`src/rtl/load_store_unit.sv`:
```
// RV32 load/store bridge to the DataMem port: validates a request, issues one masked
// bus command, waits for done and returns extended load data. Optional `LSU_TIMEOUT_EN`.
package MemoryBus;
    typedef struct packed {
        logic        start;
        logic [3:0]  mask_byte;
        logic [31:0] write_data;
    } Cmd;

    typedef struct packed {
        logic        done;
        logic [31:0] data;
    } Result;
endpackage

module load_store_unit #(
    parameter int unsigned WIDTH   = 15,
    parameter int unsigned TIMEOUT = 15
) (
    input  logic                clk,
    input  logic                rst,
    input  logic                req_valid,
    output logic                req_ready,
    input  logic                req_write,
    input  logic [2:0]          req_funct3,
    input  logic [31:0]         req_addr,
    input  logic [31:0]         req_wdata,
    output logic                resp_valid,
    output logic                resp_error,
    output logic [31:0]         resp_rdata,
    output logic [WIDTH-3:0]    bus_address,
    output logic                write_enable,
    output MemoryBus::Cmd       membuscmd,
    input  MemoryBus::Result    membusres
);

    localparam int unsigned AW = WIDTH - 2;

    typedef enum logic [2:0] {
        S_IDLE,
        S_ISSUE,
        S_WAIT,
        S_CAPTURE,
        S_RESP
    } state_e;

    state_e          state_q, state_d;
    logic            write_q, write_d;
    logic [2:0]      funct3_q, funct3_d;
    logic [1:0]      lane_q, lane_d;
    logic            req_ready_q, req_ready_d;
    logic            resp_valid_q, resp_valid_d;
    logic            resp_error_q, resp_error_d;
    logic [31:0]     resp_rdata_q, resp_rdata_d;
    logic [AW-1:0]   bus_address_q, bus_address_d;
    logic            write_enable_q, write_enable_d;
    logic            start_q, start_d;
    logic [3:0]      mask_q, mask_d;
    logic [31:0]     wdata_q, wdata_d;
`ifdef LSU_TIMEOUT_EN
    logic [3:0]      cnt_q, cnt_d;
`else
    logic [3:0]      timeout_unused;
    assign timeout_unused = 4'(TIMEOUT);
`endif

    logic            req_err_c;
    logic [3:0]      mask_c;
    logic [31:0]     load_ext_c;

    // Request validation and byte-lane mask from the raw request
    always_comb begin
        logic funct3_ok;
        logic misalign;
        logic oor;
        case (req_funct3)
            3'b000, 3'b001, 3'b010: funct3_ok = 1'b1;
            3'b100, 3'b101:         funct3_ok = !req_write;
            default:                funct3_ok = 1'b0;
        endcase
        misalign  = (req_funct3[1:0] == 2'b01 && req_addr[0])
                 || (req_funct3[1:0] == 2'b10 && req_addr[1:0] != 2'b00);
        oor       = (req_addr >> WIDTH) != 32'd0;
        req_err_c = !funct3_ok || misalign || oor;
        case (req_funct3[1:0])
            2'b00:   mask_c = 4'b0001 << req_addr[1:0];
            2'b01:   mask_c = req_addr[1] ? 4'b1100 : 4'b0011;
            default: mask_c = 4'b1111;
        endcase
    end

    // Lane select and sign/zero extension of the returned word
    always_comb begin
        logic [7:0]  ld_byte;
        logic [15:0] ld_half;
        ld_byte = 8'(membusres.data >> {lane_q, 3'b000});
        ld_half = lane_q[1] ? membusres.data[31:16] : membusres.data[15:0];
        case (funct3_q)
            3'b000:  load_ext_c = {{24{ld_byte[7]}}, ld_byte};
            3'b001:  load_ext_c = {{16{ld_half[15]}}, ld_half};
            3'b100:  load_ext_c = {24'd0, ld_byte};
            3'b101:  load_ext_c = {16'd0, ld_half};
            default: load_ext_c = membusres.data;
        endcase
    end

    always_comb begin
        state_d        = state_q;
        write_d        = write_q;
        funct3_d       = funct3_q;
        lane_d         = lane_q;
        resp_valid_d   = 1'b0;
        resp_error_d   = 1'b0;
        resp_rdata_d   = 32'd0;
        bus_address_d  = bus_address_q;
        write_enable_d = write_enable_q;
        start_d        = 1'b0;
        mask_d         = mask_q;
        wdata_d        = wdata_q;
`ifdef LSU_TIMEOUT_EN
        cnt_d          = cnt_q;
`endif
        case (state_q)
            S_IDLE: begin
                if (req_valid && req_ready_q) begin
                    write_d  = req_write;
                    funct3_d = req_funct3;
                    lane_d   = req_addr[1:0];
                    if (req_err_c) begin
                        state_d      = S_RESP;
                        resp_valid_d = 1'b1;
                        resp_error_d = 1'b1;
                    end else begin
                        state_d        = S_ISSUE;
                        start_d        = 1'b1;
                        bus_address_d  = req_addr[WIDTH-1:2];
                        write_enable_d = req_write;
                        mask_d         = mask_c;
                        wdata_d        = req_wdata;
                    end
                end
            end
            S_ISSUE: begin
                state_d = S_WAIT;
`ifdef LSU_TIMEOUT_EN
                cnt_d   = 4'd0;
`endif
            end
            S_WAIT: begin
                if (membusres.done) begin
                    state_d = S_CAPTURE;
`ifdef LSU_TIMEOUT_EN
                end else if (cnt_q == 4'(TIMEOUT)) begin
                    state_d        = S_RESP;
                    resp_valid_d   = 1'b1;
                    resp_error_d   = 1'b1;
                    bus_address_d  = '0;
                    write_enable_d = 1'b0;
                    mask_d         = 4'd0;
                    wdata_d        = 32'd0;
                end else begin
                    cnt_d = cnt_q + 4'd1;
`endif
                end
            end
            S_CAPTURE: begin
                state_d        = S_RESP;
                resp_valid_d   = 1'b1;
                resp_rdata_d   = write_q ? 32'd0 : load_ext_c;
                bus_address_d  = '0;
                write_enable_d = 1'b0;
                mask_d         = 4'd0;
                wdata_d        = 32'd0;
            end
            S_RESP:  state_d = S_IDLE;
            default: state_d = S_IDLE;
        endcase
        req_ready_d = (state_d == S_IDLE);
    end

    always_ff @(posedge clk or negedge rst) begin
        if (!rst) begin
            state_q        <= S_IDLE;
            write_q        <= 1'b0;
            funct3_q       <= 3'd0;
            lane_q         <= 2'd0;
            req_ready_q    <= 1'b0;
            resp_valid_q   <= 1'b0;
            resp_error_q   <= 1'b0;
            resp_rdata_q   <= 32'd0;
            bus_address_q  <= '0;
            write_enable_q <= 1'b0;
            start_q        <= 1'b0;
            mask_q         <= 4'd0;
            wdata_q        <= 32'd0;
`ifdef LSU_TIMEOUT_EN
            cnt_q          <= 4'd0;
`endif
        end else begin
            state_q        <= state_d;
            write_q        <= write_d;
            funct3_q       <= funct3_d;
            lane_q         <= lane_d;
            req_ready_q    <= req_ready_d;
            resp_valid_q   <= resp_valid_d;
            resp_error_q   <= resp_error_d;
            resp_rdata_q   <= resp_rdata_d;
            bus_address_q  <= bus_address_d;
            write_enable_q <= write_enable_d;
            start_q        <= start_d;
            mask_q         <= mask_d;
            wdata_q        <= wdata_d;
`ifdef LSU_TIMEOUT_EN
            cnt_q          <= cnt_d;
`endif
        end
    end

    assign req_ready    = req_ready_q;
    assign resp_valid   = resp_valid_q;
    assign resp_error   = resp_error_q;
    assign resp_rdata   = resp_rdata_q;
    assign bus_address  = bus_address_q;
    assign write_enable = write_enable_q;
    assign membuscmd    = {start_q, mask_q, wdata_q};

endmodule

```
`config.mk`:
```
export PLATFORM = sky130hd
export DESIGN_NAME = load_store_unit
export DESIGN_NICKNAME = d
export VERILOG_FILES = /design/src/rtl/load_store_unit.sv
export SDC_FILE = /design/constraint.sdc
export NUM_CORES = 1
export LEC_CHECK = 0
export ABC_AREA = 1
export CAP_MARGIN = 30
export CELL_PAD_IN_SITES_DETAIL_PLACEMENT = 2
export CELL_PAD_IN_SITES_GLOBAL_PLACEMENT = 2
export CORE_AREA = 2 2 146 148
export CTS_CLUSTER_DIAMETER = 80
export CTS_CLUSTER_SIZE = 24
export DETAILED_ROUTE_END_ITERATION = 12
export DIE_AREA = 0 0 148 150
export PLACE_DENSITY_LB_ADDON = 0.3
export SETUP_SLACK_MARGIN = 0.3
export SLEW_MARGIN = 20
export SYNTH_ARGS = -nofsm -noshare
export SYNTH_HDL_FRONTEND = slang
export SYNTH_SLANG_ARGS = --single-unit
```
`constraint.sdc`:
```
create_clock -name clk -period 1.5 [get_ports clk]
set_input_delay 0.3 -clock clk [delete_from_list [all_inputs] [get_ports clk]]
set_output_delay 0.3 -clock clk [all_outputs]
set_load 0.02 [all_outputs]
```
Yosys cells after proc, flatten, opt, wreduce, memory -nomap -nowiden --
Cells that the tools add are included.
Word-level totals: output and inout port bits 86, register bits 95, word-level logic and storage cells 79, input bits 104
Cells by class: reduce and logical (&&, ||, !) cells 20, equal/unequal tests 14, mux-type cells 30, shifts and indexed selects 2
Operators with widths (number):
- 32-bit two-way mux | 4
- 32-bit one-hot mux with 4 select lines | 1
- 32-bit one-hot mux with 2 select lines | 1
- 32-bit nonzero test | 1
- 32-bit by 5-bit >> shifter with 8-bit output | 1
- 13-bit two-way mux | 2
- 13-bit one-hot mux with 2 select lines | 1
- 16-bit two-way mux | 1
- 4-bit one-hot mux with 2 select lines | 2
- 3-bit equality test, second input constant | 4
- 3-bit logical NOT | 4
- 4-bit two-way mux | 3
- 3-bit one-hot mux with 4 select lines | 1
- 3-bit by 1-bit equality test with 1-bit output, second input constant | 3
- 3-bit by 2-bit equality test with 1-bit output, second input constant | 3
- 3-bit two-way mux | 3
- 1-bit two-way mux | 8
- 1-bit one-hot mux with 2 select lines | 3
- 2-bit != test, second input constant | 2
- 2-bit nonzero test | 2
- 1-bit by 2-bit left shift with 4-bit output, first input constant | 1
- 1-bit logical AND | 3
- 1-bit logical OR | 3
- 3-bit AND reduction | 1
- 7 further kinds | 8

Longest topological paths before layout --
depth after elaboration 10, gate-level depth with buffers 11, gate-level depth less buffers 10

Worst setup path before layout --
OpenSTA, ideal clock, no wires.
kind register to register, start point reg lane_q[1], end point reg resp_rdata_q[20] (netlist: resp_rdata[20]), buffers on the path 2, stages on the path, launching flop included 9, required time 1.383 ns, setup time 0.117 ns, data arrival time 1.197 ns, clock period less this slack 1.314 ns, slack 0.186 ns, cell sequence dfrtp_1 > buf_2 > o21ai_0 > nand2_1 > nand3_2 > nand3_2 > nand2_2 > buf_6 > nor2_1
On the way: longest elaborated chain between the ends 4, elaborated cells on any way between the ends 5, classes of those cells shift: 1; mux: 4
Ends and longest elaborated chain:
- start: declaration | RTL line 50 | logic [1:0] lane_q, lane_d;
- start signal: assignment | RTL line 203 | lane_q <= lane_d;
- 32-bit by 5-bit >> shifter with 8-bit output or 16-bit two-way mux (tied branches) | RTL line 96, 97
- 32-bit one-hot mux with 4 select lines (*) | RTL line 98 | case (funct3_q)
- 32-bit two-way mux (*) | RTL line 169 | resp_rdata_d = write_q ? 32'd0 : load_ext_c;
- 32-bit two-way mux (*) | RTL line 123 | case (state_q)
- net resp_rdata_d[20] | RTL line 54 | logic [31:0] resp_rdata_q, resp_rdata_d;
- end signal: assignment | RTL line 207 | resp_rdata_q <= resp_rdata_d;
- end: declaration | RTL line 54
Mark *: on every way through the listed nets, which the timed path passes. The rest lies on a longest branch. A chain may end at the register's enable or synchronous reset.

Worst setup path after layout --
start point in req_funct3[1], end point reg bus_address_q[0] (netlist: bus_address[0])
On the way: longest elaborated chain between the ends 8, elaborated cells on any way between the ends 18, classes of those cells eq/ne: 7; mux: 1; reduce/logical: 10
Ends and longest elaborated chain:
- start: declaration | RTL line 25 | input logic [2:0] req_funct3,
- 3-bit by 1-bit equality test with 1-bit output, or another cell as far along | RTL line 76 | case (req_funct3)
- 3-bit OR reduction or 2-bit OR reduction (tied branches) | RTL line 76
- 1-bit one-hot mux with 2 select lines | RTL line 76
- 1-bit logical NOT | RTL line 84 | req_err_c = !funct3_ok || misalign || oor;
- 1-bit logical OR (*) (2 in a row) | RTL line 84
- 2-bit != test (no source line) (*)
- 3-bit AND reduction (no source line) (*)
- end signal: assignment | RTL line 208 | bus_address_q <= bus_address_d;
- end: declaration | RTL line 55 | logic [AW-1:0] bus_address_q, bus_address_d;
Mark *: on every way between the ends. The rest lies on a longest branch, timed or not.

==> impl_metrics.xml <==
<?xml version="1.0" encoding="UTF-8"?>
<metrics>
  <group name="routing">
    <metric name="drtPass1Iterations" unit="">4</metric>
    <metric name="routed-via-count" unit="">5404</metric>
    <metric name="detail_route.iter0.violations" unit="">173</metric>
    <metric name="wl_per_cell" unit="µm">20.7</metric>
    <metric name="top_layer_in_use" unit="">met4</metric>
    <metric name="antenna_left" unit="">0</metric>
    <metric name="wl_met1" unit="µm">9920</metric>
    <metric name="vias_per_cell" unit="">4.52</metric>
    <metric name="met2_wire_length" unit="µm">13300</metric>
    <metric name="routed_wirelength" unit="µm">24800</metric>
    <metric name="wl_met3" unit="µm">1070</metric>
    <metric name="post-route-drc-count" unit="">0</metric>
  </group>
  <group name="floorplanning">
    <metric name="boundaryPins" unit="">190</metric>
    <metric name="row_count" unit="">53</metric>
    <metric name="core_area" unit="mm²">0.0207</metric>
    <metric name="initial_core_utilization" unit="%">22.6</metric>
    <metric name="die-height" unit="µm">150</metric>
    <metric name="dieWidth" unit="µm">148</metric>
    <metric name="fp.dieArea" unit="mm²">0.0222</metric>
  </group>
  <group name="power">
    <metric name="power.total" unit="mW">11.2</metric>
    <metric name="p_leak" unit="nW">4.69</metric>
    <metric name="power-per-cell-area" unit="mW/mm²">1210</metric>
    <metric name="irDropWorstVdd" unit="V">0.000526</metric>
  </group>
  <group name="critical_path">
    <metric name="setup.worst_path.class" unit="">in -&gt; reg</metric>
    <metric name="wp_data_arrival" unit="ns">1.89</metric>
    <metric name="crit_path_max_incr_delay" unit="ns">0.29</metric>
    <metric name="cp_num_buf_inv" unit="">4</metric>
    <metric name="reg2reg_depth" unit="">10</metric>
    <metric name="crit_family" unit="">buffers and inverters</metric>
    <metric name="timing.rr.end" unit="">bus_address[0]</metric>
    <metric name="worstSetupEndpointType" unit="">flop</metric>
    <metric name="critical_path_peak_fanout" unit="">18</metric>
    <metric name="critical_path_source_type" unit="">input pin</metric>
    <metric name="worst_path_max_delay_cell" unit="">sky130_fd_sc_hd__dlygate4sd2_1</metric>
    <metric name="cp.required" unit="ns">1.79</metric>
    <metric name="crit_path_frequent_cell" unit="">sky130_fd_sc_hd__nand2_2</metric>
    <metric name="timing.critical_path.depth" unit="">10</metric>
    <metric name="worstPathCellList" unit="">dlygate4sd2_1 &gt; inv_1 &gt; nand3_1 &gt; a21oi_2 &gt; nand2_2 &gt; nand2_4 &gt; buf_6 &gt; buf_12 &gt; nand3_4 &gt; nand2_2</metric>
    <metric name="reg2reg_setup_slack" unit="ns">-0.08</metric>
    <metric name="r2r-start" unit="">state_q[1]</metric>
  </group>
  <group name="clock_network">
    <metric name="htree_num_levels" unit="">3</metric>
    <metric name="clock_latency" unit="ns">0.35</metric>
    <metric name="clock_tree_from_tritoncts" unit="">built</metric>
    <metric name="cts.root.buffer_cell" unit="">sky130_fd_sc_hd__clkbuf_16</metric>
    <metric name="clock_pin_slew_on_the_worst_setup_and_hold_paths" unit="ns">0.08</metric>
    <metric name="cts.sink_count" unit="">95</metric>
    <metric name="longest_clk_path_bufs" unit="">2</metric>
    <metric name="tritoncts.num_buffers" unit="">9</metric>
  </group>
  <group name="timing">
    <metric name="setup_failing_eps_final" unit="">52</metric>
    <metric name="worst_clk_skew" unit="ns">0.0107</metric>
    <metric name="finalCriticalPeriod" unit="ns">1.60</metric>
    <metric name="final.period_utilization" unit="%">107</metric>
    <metric name="timing.max_slew.rel_slack" unit="%">74.4</metric>
    <metric name="rsz0062_at_grt" unit="">true</metric>
    <metric name="endpoints_failing_hold" unit="">0</metric>
    <metric name="slew_violations" unit="">0</metric>
    <metric name="layout_setup_ws" unit="ns">-0.0999</metric>
    <metric name="setup-tns-final" unit="ns">-2.89</metric>
    <metric name="max_freq" unit="MHz">625</metric>
    <metric name="max_slew.worst_pin.slew" unit="ns">0.380</metric>
  </group>
  <group name="layout">
    <metric name="nFillCells" unit="">2201</metric>
    <metric name="antenna_cells" unit="">0</metric>
    <metric name="final_layout_size_suffix_gt1_share" unit="%">39.3</metric>
    <metric name="syn_to_final_growth" unit="%">98.6</metric>
    <metric name="final_nets" unit="">1020</metric>
    <metric name="sequential_cell_area" unit="mm²">0.00238</metric>
    <metric name="multi_input_gate_area" unit="mm²">0.00234</metric>
  </group>
  <group name="run">
    <metric name="max-cap-violations" unit="">0</metric>
  </group>
  <group name="synthesis">
    <metric name="postSynthRegisterBits" unit="">95</metric>
    <metric name="synth_nets" unit="">712</metric>
    <metric name="yosysUniqueCellTypes" unit="">28</metric>
    <metric name="syn_area_per_cell" unit="µm²">7.67</metric>
    <metric name="cell_area_synth" unit="mm²">0.00467</metric>
    <metric name="synthesis.yosys.warnings" unit="">0</metric>
    <metric name="synth.yosys.seq_area_share" unit="%">51.0</metric>
    <metric name="synthCells" unit="">608</metric>
  </group>
  <group name="place">
    <metric name="detailed_place_hpwl" unit="µm">13700</metric>
    <metric name="finalWeightedCongestion" unit="">0.739</metric>
    <metric name="io_buffer_count" unit="">189</metric>
    <metric name="preCtsSetupSlack" unit="ns">-0.452</metric>
  </group>
  <group name="grt">
    <metric name="grt_start_max_net_pins" unit="">34</metric>
    <metric name="grt_pass1_wl" unit="µm">34100</metric>
    <metric name="first_global_vias" unit="">6023</metric>
    <metric name="gr-total-overflow" unit="">0</metric>
    <metric name="antenna_found_initial" unit="">0</metric>
    <metric name="grtUsageTotal" unit="%">20.0</metric>
  </group>
  <group name="run_status">
    <metric name="status" unit="">finished with violations</metric>
    <metric name="violations" unit="">setup timing</metric>
  </group>
  <group name="min_path">
    <metric name="min-delay-path-class" unit="">in -&gt; async</metric>
  </group>
</metrics>
==> worst reg2reg max path: stages, from the launching register on <==
cell                        delay [ns]
sky130_fd_sc_hd__dfrtp_2          0.43
sky130_fd_sc_hd__nor2_4           0.13
sky130_fd_sc_hd__nand2_2          0.08
sky130_fd_sc_hd__nor2_4           0.15
sky130_fd_sc_hd__inv_4            0.07
sky130_fd_sc_hd__nand2_8          0.08
sky130_fd_sc_hd__buf_12           0.14
sky130_fd_sc_hd__buf_12           0.12
sky130_fd_sc_hd__clkbuf_16        0.15
sky130_fd_sc_hd__nand3_4          0.07
sky130_fd_sc_hd__nand2_2          0.09
==> how the worst max path moves through the flow <==
stage	start	slack [ns]	to
after global placement	req_addr[30]	-0.43	write_enable
final	req_funct3[1]	-0.1	bus_address[0]
after floorplan	state_q[0]	0.21	wdata_q[15]
after detailed placement	req_addr[25]	-0.45	wdata_q[21]
after CTS	lane_q[1]	0.002	resp_rdata[26]
after global routing	req_funct3[1]	-0.16	wdata_q[30]
==> placed cells by master (no fill, tap or decap), types with 17 or more instances in the layout <==
master	instances
sky130_fd_sc_hd__dlygate4sd2_1	23
sky130_fd_sc_hd__buf_6	79
sky130_fd_sc_hd__clkdlybuf4s50_1	79
sky130_fd_sc_hd__nor2_1	89
sky130_fd_sc_hd__nand2_1	135
sky130_fd_sc_hd__buf_4	89
sky130_fd_sc_hd__nand3_2	25
sky130_fd_sc_hd__nand3_1	28
sky130_fd_sc_hd__buf_12	18
sky130_fd_sc_hd__dfrtp_1	91
sky130_fd_sc_hd__nor2_4	17
sky130_fd_sc_hd__inv_1	82
==> power by group <==
part / internal [mW] / switching, mW / leakage, nW
combinational: 2.61 / 2.51 / 3.31
sequential: 3.06 / 0.494 / 1.22
clock: 1.48 / 1.09 / 0.153
total: 7.15 / 4.09 / 4.69
==> cells by family after synthesis <==
| kind of cell | Yosys count | share of synthesized area, % |
|---|---|---|
| flops | 95 | 51.0 |
| simple gates | 344 | 31.1 |
| buf+inv | 120 | 12.0 |
| compound gates | 49 | 5.95 |
==> registers in the layout, indices dropped and copies added (netlist names), 2 cells and up <==
name         cells
lane_q           2
mask_q           4
bus_address     13
wdata_q         32
funct3_q         3
state_q          3
resp_rdata      32
==> synth_stat cells <==
cell type	number	area, µm²
sky130_fd_sc_hd__nand2_2	2	12.5
sky130_fd_sc_hd__nand3_2	2	20.0
sky130_fd_sc_hd__nor2_2	1	6.26
sky130_fd_sc_hd__inv_4	1	6.26
sky130_fd_sc_hd__nand2_4	2	22.5
sky130_fd_sc_hd__nor2_4	2	22.5
sky130_fd_sc_hd__a221oi_1	7	61.3
sky130_fd_sc_hd__buf_8	1	15.0
sky130_fd_sc_hd__buf_4	7	52.6
sky130_fd_sc_hd__nor2_1	117	439
sky130_fd_sc_hd__nor3_1	3	15.0
sky130_fd_sc_hd__buf_6	7	78.8
sky130_fd_sc_hd__nor3b_1	1	7.51
sky130_fd_sc_hd__nand3_4	1	17.5
sky130_fd_sc_hd__clkinv_1	1	3.75
sky130_fd_sc_hd__nand3_1	57	285
sky130_fd_sc_hd__nand2_1	154	578
sky130_fd_sc_hd__buf_2	12	60.1
sky130_fd_sc_hd__a21oi_1	14	70.1
sky130_fd_sc_hd__nand4_1	1	6.26
sky130_fd_sc_hd__inv_1	85	319
sky130_fd_sc_hd__inv_2	3	11.3
sky130_fd_sc_hd__a21oi_2	1	8.76
sky130_fd_sc_hd__o211ai_1	1	7.51
sky130_fd_sc_hd__clkbuf_1	3	11.3
sky130_fd_sc_hd__nand2_8	1	20.0
sky130_fd_sc_hd__o21ai_0	26	130
sky130_fd_sc_hd__dfrtp_1	95	2380
==> per-layer routing <==
metal,global-route usage (%),up-vias
met1,24.0,2753
met2,36.0,143
met5,0,-
li1,-,2476
met3,4.05,32
met4,6.00,0
==> area by class of cell <==
type	instances	share of cell area, %
repair buffers	326	38.1
well taps	275	3.71
multi-input cells	394	25.2
inverters	90	3.73
clock inverters	6	1.01
clock buffers	10	2.47
flip-flops and latches	95	25.7
==> through the flow <==
step	area [µm²]	hold slack [ns]	instances	utilization (%)
4_1_cts	8360	0.392	1161	40.4
5_1_grt	9270	0.423	1196	44.8
3_3_place_gp	7090	0.220	1083	34.3
2_1_floorplan	4690	0.00441	608	-
3_5_place_dp	7090	0.225	1083	34.3
6_report	9270	0.380	1196	44.8
==> timing repair <==
| item | in CTS | in global routing |
|---|---|---|
| endpoints found under the setup margin | 180 | 163 |
| pin swaps | 22 | 43 |
| hold buffers | 1 | 0 |
| cloned | 14 | 5 |
| setup buffers | 47 | 30 |
| hold endpoints to repair | 16 | 0 |
| gates resized for setup | 548 | 159 |
Note: power is estimated with default switching activity, not from simulation.
